<file path="config.mk">
export PLATFORM = sky130hd
export DESIGN_NAME = reg_writeback_queue
export DESIGN_NICKNAME = d
export VERILOG_FILES = /design/src/rtl/reg_writeback_queue_pkg.sv /design/src/rtl/reg_writeback_queue_wb_fifo.sv /design/src/rtl/reg_writeback_queue.sv
export SDC_FILE = /design/constraint.sdc
export NUM_CORES = 1
export LEC_CHECK = 0
export CAP_MARGIN = 20
export CORE_UTILIZATION = 35
export CTS_BUF_LIST = sky130_fd_sc_hd__clkbuf_4
export DETAILED_ROUTE_END_ITERATION = 8
export SYNTH_ARGS = -nofsm -noshare
export SYNTH_HDL_FRONTEND = slang
export SYNTH_HIERARCHICAL = 1
export SYNTH_SLANG_ARGS = --single-unit
</file>
<file path="constraint.sdc">
create_clock -name clk_i -period 4.8 [get_ports clk_i]
set_input_delay 0.96 -clock clk_i [delete_from_list [all_inputs] [get_ports clk_i]]
set_output_delay 0.96 -clock clk_i [all_outputs]
set_load 0.01 [all_outputs]
</file>
<file path="src/rtl/reg_writeback_queue_pkg.sv">
// reg_writeback_queue_pkg: shared widths and the queued writeback entry type
package reg_writeback_queue_pkg;
  localparam int WB_DEPTH = 4;
  localparam int AW = 5;
  localparam int DW = 32;
  typedef struct packed {
    logic [AW-1:0] addr;
    logic [DW-1:0] data;
  } wb_entry_t;
endpackage

</file>
<file path="src/rtl/reg_writeback_queue_wb_fifo.sv">
// wb_fifo: circular entry store with head/tail pointers, occupancy and per-slot valid flags
module wb_fifo
  import reg_writeback_queue_pkg::*;
#(
  parameter int DEPTH = WB_DEPTH
) (
  input  logic                     clk_i,
  input  logic                     rst_ni,
  input  logic                     push_i,
  input  logic                     pop_i,
  input  wb_entry_t                din_i,
  output wb_entry_t                head_o,
  output wb_entry_t                entries_o [DEPTH],
  output logic [DEPTH-1:0]         valid_o,
  output logic [$clog2(DEPTH)-1:0] head_ptr_o,
  output logic [$clog2(DEPTH):0]   count_o,
  output logic                     empty_o,
  output logic                     full_o
);
  localparam int PW = $clog2(DEPTH);
  wb_entry_t mem_q [DEPTH];
  logic [PW-1:0] head_q, tail_q;
  logic [PW:0] count_q, count_d;
  assign count_d = count_q + (PW+1)'(push_i) - (PW+1)'(pop_i);
  always_ff @(posedge clk_i or negedge rst_ni) begin
    if (!rst_ni) begin
      head_q <= '0;
      tail_q <= '0;
      count_q <= '0;
    end else begin
      head_q <= head_q + PW'(pop_i);
      tail_q <= tail_q + PW'(push_i);
      count_q <= count_d;
    end
  end
  always_ff @(posedge clk_i) if (push_i) mem_q[tail_q] <= din_i;
  // a slot is live when its distance from the head is below the occupancy
  for (genvar g = 0; g < DEPTH; g++) begin : g_valid
    assign valid_o[g] = {1'b0, PW'(g) - head_q} < count_q;
  end
  assign head_o = mem_q[head_q];
  assign entries_o = mem_q;
  assign head_ptr_o = head_q;
  assign count_o = count_q;
  assign empty_o = count_q == '0;
  assign full_o = count_q == (PW+1)'(DEPTH);
endmodule

</file>
<file path="src/rtl/reg_writeback_queue.sv">
// reg_writeback_queue: arbitrates ALU/load results into an in-order writeback queue,
// drains one entry per cycle to the register bank and forwards queued values to reads
module reg_writeback_queue
  import reg_writeback_queue_pkg::*;
#(
  parameter int DEPTH = WB_DEPTH
) (
  input  logic                   clk_i,
  input  logic                   rst_ni,
  input  logic                   alu_valid_i,
  input  logic [AW-1:0]          alu_addr_i,
  input  logic [DW-1:0]          alu_data_i,
  output logic                   alu_ready_o,
  input  logic                   mem_valid_i,
  input  logic [AW-1:0]          mem_addr_i,
  input  logic [DW-1:0]          mem_data_i,
  output logic                   mem_ready_o,
  input  logic                   wb_stall_i,
  output logic                   rgw_o,
  output logic [AW-1:0]          wr_a_o,
  output logic [DW-1:0]          wr_d_o,
  input  logic [AW-1:0]          rd_a_i,
  input  logic [AW-1:0]          rd_b_i,
  output logic                   fwd_a_hit_o,
  output logic [DW-1:0]          fwd_a_data_o,
  output logic                   fwd_b_hit_o,
  output logic [DW-1:0]          fwd_b_data_o,
  output logic [$clog2(DEPTH):0] count_o,
  output logic                   empty_o,
  output logic                   full_o
);
  localparam int PW = $clog2(DEPTH);
  wb_entry_t head, din;
  wb_entry_t entries [DEPTH];
  logic [DEPTH-1:0] valid;
  logic [PW-1:0] head_ptr;
  logic push;
  assign mem_ready_o = !full_o;
  assign alu_ready_o = !full_o && !mem_valid_i;
  assign push = (mem_valid_i && mem_ready_o) || (alu_valid_i && alu_ready_o);
  assign din = mem_valid_i ? {mem_addr_i, mem_data_i} : {alu_addr_i, alu_data_i};
  assign rgw_o = !empty_o && !wb_stall_i;
  assign wr_a_o = empty_o ? '0 : head.addr;
  assign wr_d_o = empty_o ? '0 : head.data;
  // walk oldest to youngest so the last match (closest to the tail) wins
  always_comb begin
    fwd_a_hit_o = 1'b0;
    fwd_a_data_o = '0;
    fwd_b_hit_o = 1'b0;
    fwd_b_data_o = '0;
    for (int i = 0; i < DEPTH; i++) begin
      if (valid[head_ptr + PW'(i)] && entries[head_ptr + PW'(i)].addr == rd_a_i) begin
        fwd_a_hit_o = 1'b1;
        fwd_a_data_o = entries[head_ptr + PW'(i)].data;
      end
      if (valid[head_ptr + PW'(i)] && entries[head_ptr + PW'(i)].addr == rd_b_i) begin
        fwd_b_hit_o = 1'b1;
        fwd_b_data_o = entries[head_ptr + PW'(i)].data;
      end
    end
  end
  wb_fifo #(.DEPTH(DEPTH)) u_fifo (
    .clk_i      (clk_i),
    .rst_ni     (rst_ni),
    .push_i     (push),
    .pop_i      (rgw_o),
    .din_i      (din),
    .head_o     (head),
    .entries_o  (entries),
    .valid_o    (valid),
    .head_ptr_o (head_ptr),
    .count_o    (count_o),
    .empty_o    (empty_o),
    .full_o     (full_o)
  );
endmodule

</file>
# == Word level (Yosys, flattened, before mapping) ==
# Cells that the tools add are included.
# classes
eq_ne,9
n_mux,42
bitwise,5
n_lt_le_gt_ge,14
reduce_logical,19
add_sub_neg,11
# ops
op,count
$mux 37,10
$bmux 37 s2,4
$mux 32,9
$bwmux 148,1
$demux 37 s2,1
$eq 5x5->1,8
$ge 3x3->1 const B,5
$not 2->3,5
$logic_and 1x1->1,13
$lt 2x3->1,4
$lt 2x3->1 const B,4
$mux 1,12
$bmux 1 s2,4
$mux 5,1
$add 2x1->2,2
$add 2x2->2 const B,2
$logic_not 1->1,4
$sub 1x2->2 const A,2
$sub 2x2->2 const A,2
$add 3x1->3,1
$eq 3x3->1 const B,1
$logic_not 3->1,1
$lt 3x1->1 const B,1
$sub 3x1->3,1
2 further kinds,2
# word_totals
register_bits,155
elab_cells,111
input_bits,89
out_inout_bits,111

# == Logic depth before layout (Yosys ltp) ==
# logic_depth
word_depth,10
mapped_depth,16
mapped_depth_nobuf,12

# == Hierarchy ==
# The synthesis kept the hierarchy.
# by_module_without_submodules
mod,seq_area_each_um2,area_each_um2,n_inst,cells_per_inst
reg_writeback_queue,0.0,6658.9,1,900
wb_fifo,4619.4,5849.4,1,239

# == Worst setup path after synthesis ==
# OpenSTA, ideal clock, no wires.
# synth_timing
path_type,input-to-reg
startpoint,in mem_valid_i
endpoint,"reg u_fifo.mem_q, in the netlist u_fifo/entries_o[100] (enable)"
t_required_ns,4.315
stages,6
n_path_buf,2
setup_ns,0.485
slack_ns,-0.440
arrival_time_ns,4.755
cell_sequence,clkbuf_1 > buf_1 > nor2_1 > nor2_1 > inv_1 > nor3b_1
# synth_via
elab_chain_len,4
elab_cells_between_ends,5
cone_classes,reduce/logical (5)
# synth_lines
element,line_no,source
from (decl),reg_writeback_queue.sv:14,"input logic mem_valid_i,"
$logic_not 1->1,reg_writeback_queue.sv:39,assign alu_ready_o = !full_o && !mem_valid_i;
$logic_and 1x1->1,reg_writeback_queue.sv:39,
$logic_and 1x1->1,reg_writeback_queue.sv:40,assign push = (mem_valid_i && mem_ready_o) || (alu_valid_i && alu_ready_o);
$logic_or 1x1->1 *,reg_writeback_queue.sv:40,
net push,reg_writeback_queue.sv:37,logic push;
"to (signal, indexed assignment)",reg_writeback_queue_wb_fifo.sv:36,always_ff @(posedge clk_i) if (push_i) mem_q[tail_q] <= din_i;
to (decl),reg_writeback_queue_wb_fifo.sv:21,wb_entry_t mem_q [DEPTH];
# Mark *: on every way through the listed nets, which the timed path passes. The rest lies on a longest branch.
# A chain may end at the register's enable or synchronous reset.

# == Worst setup path in the final report ==
# layout_timing
startpoint,reg u_fifo.head_q[0] (netlist: u_fifo/head_ptr_o[0])
endpoint,out fwd_b_data_o[17]
# layout_via
elab_cells_between_ends,47
cone_classes,add/sub (7); order compare (4); eq/ne (4); mux (24); bitwise (4); reduce/logical (4)
# layout_lines
element,line_no,source
from (decl),reg_writeback_queue_wb_fifo.sv:22,"logic [PW-1:0] head_q, tail_q;"
from (signal assigned),reg_writeback_queue_wb_fifo.sv:31,head_q <= head_q + PW'(pop_i);
$sub 2x2->2 *,reg_writeback_queue_wb_fifo.sv:39,"assign valid_o[g] = {1'b0, PW'(g) - head_q} < count_q;"
$lt 2x3->1 *,reg_writeback_queue_wb_fifo.sv:39,
net valid[2],reg_writeback_queue.sv:35,logic [DEPTH-1:0] valid;
$bmux 1 s2,reg_writeback_queue.sv:56,if (valid[head_ptr + PW'(i)] && entries[head_ptr + PW'(i)].addr == rd_b_i) begin
$mux 1 (implied by the code),reg_writeback_queue.sv:56,
$logic_and 1x1->1,reg_writeback_queue.sv:56,
$mux 32 (3 in a row),reg_writeback_queue.sv:56,
$mux 32 *,reg_writeback_queue.sv:56,
to (decl),reg_writeback_queue.sv:27,"output logic [DW-1:0] fwd_b_data_o,"
# Mark *: on every way through the listed nets, which the timed path passes. The rest lies on a longest branch. The select of a mux whose other input is x is not followed.

==> results.txt <==
die area - 36500 um^2
initial core utilization - 35.9%
Routed Wire Length - 37.7 mm
maximum VDD drop - 291 uV
post-synthesis register bit count - 155
Lkg Pwr - 5.81 nW
Critical Path Fanout Max - 10
post-DP HPWL - 24.8 mm
worst skew pair latency - 0.58 ns
worst path bufs/invs - 5
layout cell share with drive strength beyond 1 - 30.3%
Setup CP Type - flop to output port
Via Count - 10230
synth warn - 6
Peak Freq - 205 MHz
CTS Buf Count - 17
total congestion overflow - 0
Max Transition Viols Final - 0
delay-heaviest family, CP - buffers and inverters
Die Height - 191 um
DRC violations left - 0
clock tree root driver cell - clkbuf_4
largest net degree at the start of global routing - 160
TritonCTS clock tree - built
Critical Path RT - 3.84 ns
final critical-path share of the clock period - 102%
routed wire length per instance - 20.8 um
RSZ-0062 raised after global routing - true
Mapped Avg Cell Area - 11.0 um^2
core box area - 34900 um^2
final setup skew - 0.0272 ns
RD Place Congestion - 0.817
htree depth - 4
vias in the first global route - 10014
Post-CTS Hold Fix Bufs - 0
Final nets - 1440
initial DRC count - 687
Async SR Flop Fraction - 4.52%
IO Pins - 200
vias per cell - 5.65
pre-CTS setup slack - -0.144 ns
Final setup viols - 12
hold crit path type - primary input to asynchronous set/reset pin
post-layout worst setup margin - -0.0721 ns
Worst EP arrival - 3.91 ns
cell count after placement - 1751
Longest Clk Path Bufs - 2
synthesized instance count - 1139
sequential share of the synthesized area - 36.9%
synthesized cell area - 12500 um^2
Area Growth Syn to Fin - 25.9%
PD cells - 697 nW/um^2
Worst setup SP type - flop
status - finished, violations left
slew margin rel. - 26.1%
Max-Cap Viols - 0
GRT Total Usage - 20.6%
EDFF count, synth - 148
initial antenna violation count - 2
violated checks - negative setup slack
CP peak stage delay - 0.53 ns
Rows - 68
Final Hold Viols - 0
WHS - 0.623 ns
first-pass GRT wire length - 57.2 mm
Yosys cell types - 61
predominant post-synthesis flop cell - edfxtp_1
Die X - 191 um
Sink Count - 155
minimum clock period after layout - 4.87 ns
syn nets - 1237
Post-Layout Cell Count - 1812
port buffer count - 199
drt first pass iters - 5
ANT nets after route - 0
clk slew on worst S/H paths - 0.15 ns
CP Capture Type - output port
critical-path cell list - xor2_2 > inv_1 > ha_1 > a21oi_1 > or2_1 > mux2_4 > mux2_4 > nand2_4 > nor4_4 > buf_4 > nor4_4 > buf_6 > buf_12 > a221oi_1 > a221oi_1 > buf_2
Critical Path Slowest Stage Cell - dfrtp_4
Worst-Margin Slew - 1.11 ns
-- per-layer routing --
| layer | global-route usage [%] | up-vias | part of all wire (%) | routed length, um |
|---|---|---|---|---|
| li1 | - | 4814 | - | - |
| met1 | 27.7 | 5079 | 45 | 16900 |
| met2 | 33.7 | 306 | 48 | 18200 |
| met3 | 3.32 | 31 | 5.4 | 2020 |
| met4 | 6.31 | 0 | 1.7 | 639 |
| met5 | 0 | - | 0 | 0 |
-- synth_stat cells, types with 3 or more instances --
cell      instances  area [um^2]
a211oi_1          3         22.5
a21oi_1          63          315
a221oi_1         50          438
a221oi_2         13          195
a31oi_1           4         25.0
and2_1           30          188
and3_1            3         18.8
buf_1            15         56.3
buf_12            4         80.1
buf_2            26          130
buf_4             4         30.0
buf_6            13          146
clkbuf_1         43          161
dfrtp_1           7          175
edfxtp_1        148         4440
ha_1              8          100
inv_1             9         33.8
mux2_2           81          912
mux2i_1         122         1220
mux2i_2           3         41.3
mux4_2           44          991
nand2_1          72          270
nand2b_1          3         18.8
nand3b_1          4         30.0
nor2_1           20         75.1
nor2b_1          67          419
nor3_1           65          325
nor3b_1           4         30.0
o211ai_1          3         22.5
o21ai_0          64          320
o221ai_1         28          245
or2_1             3         18.8
or2_2            28          175
or3_1             3         18.8
xnor2_1          35          307
xor2_1           16          140
-- worst paths after layout --
kind / startpoint / slack (ns) / to / cells after the start
max in group asynchronous: rst_ni / 3.87 / u_fifo/head_ptr_o[0]$_DFF_PN0_ / 1
worst min register to register: u_fifo/count_o[2]$_DFF_PN0_ / 0.66 / u_fifo/count_o[2]$_DFF_PN0_ / 1
worst min-delay path: rst_ni / 0.62 / u_fifo/tail_q[0]$_DFF_PN0_ / 1
worst max-delay path: u_fifo/head_ptr_o[0]$_DFF_PN0_ / -0.07 / fwd_b_data_o[17] / 16
worst max register to register: u_fifo/count_o[1]$_DFF_PN0_ / 1.99 / u_fifo/count_o[2]$_DFF_PN0_ / 11
min in group clk_i: u_fifo/count_o[2]$_DFF_PN0_ / 0.66 / u_fifo/count_o[2]$_DFF_PN0_ / 1
-- final cells by class --
cell class | instances | area (um^2)
antenna | 2 | 5.00
clock inverter | 15 | 150
inverter | 10 | 40.0
fill | 3290 | 19100
multi-input combinational | 868 | 7570
sequential | 155 | 4630
timing repair buffer | 290 | 2660
clock buffer | 17 | 128
tap | 455 | 569
-- logic make-up (layout without fill, tap and decap cells) --
| family | after synthesis | after routing | synth area share, % |
|---|---|---|---|
| other | 0 | 2 | 0 |
| AO/OA/AOI/OAI | 238 | 238 | 13.5 |
| XOR/XNOR | 51 | 51 | 3.57 |
| buffers and inverters | 116 | 332 | 5.25 |
| AND/OR/NAND/NOR | 317 | 317 | 14.0 |
| multiplexers | 253 | 253 | 25.8 |
| flip-flops | 155 | 155 | 36.9 |
| adder cells (fa/ha/maj) | 9 | 9 | 0.960 |
-- layout by cell type (no fill, tap or decap), types with 10 or more instances in the layout --
master	netlist	routed
mux2i_1	122	118
xor2_1	16	15
or2_2	28	28
clkdlybuf4s50_1	0	132
a21oi_1	63	63
and2_1	30	30
nor2b_1	67	67
buf_2	26	29
a221oi_2	13	31
buf_4	4	69
o221ai_2	1	10
mux2_2	81	78
edfxtp_1	148	148
nor3_1	65	63
a221oi_1	50	32
nand2_1	72	71
o21ai_0	64	64
o221ai_1	28	18
nor2_1	20	19
xnor2_1	35	34
mux4_2	44	44
clkbuf_4	0	17
clkbuf_2	0	26
-- worst register-to-register path, delay by kind of cell (launching register included) --
family / cells / cell delay [ns]
fa+ha+maj: 3 / 0.85
buf+inv: 4 / 0.81
flops: 1 / 0.42
simple gates: 2 / 0.37
xor+xnor: 2 / 0.31
-- registers in the layout, summed over array words and instances (netlist names) --
signal,count
u_fifo/tail_q,2
u_fifo/head_ptr_o,2
u_fifo/count_o,3
u_fifo/entries_o,148
-- what timing repair did --
item | in CTS | in global routing
gates resized for setup | 161 | 132
cloned | 2 | 2
buffers inserted | 6 | 17
endpoints found under the setup margin | 66 | 66
pin swaps | 4 | 5
-- power by group --
part	total [mW]	switching (mW)	leakage, nW	internal, mW
combinational	7.93	4.34	4.22	3.58
sequential	2.25	0.285	1.45	1.97
clock	0.805	0.531	0.145	0.274
-- per-stage QoR --
step	TNS, ns	total power, mW	utilization [%]	cell area (um^2)
after floorplan	0	7.27	-	12500
after global placement	-1.56	9.84	43.2	15100
after detailed placement	-1.86	9.93	43.2	15100
after CTS	-2.88	10.8	44.5	15500
after global routing	-5.65	11.7	45.2	15800
final	-0.372	11.0	45.2	15800
(Power assumes the default switching activity.)
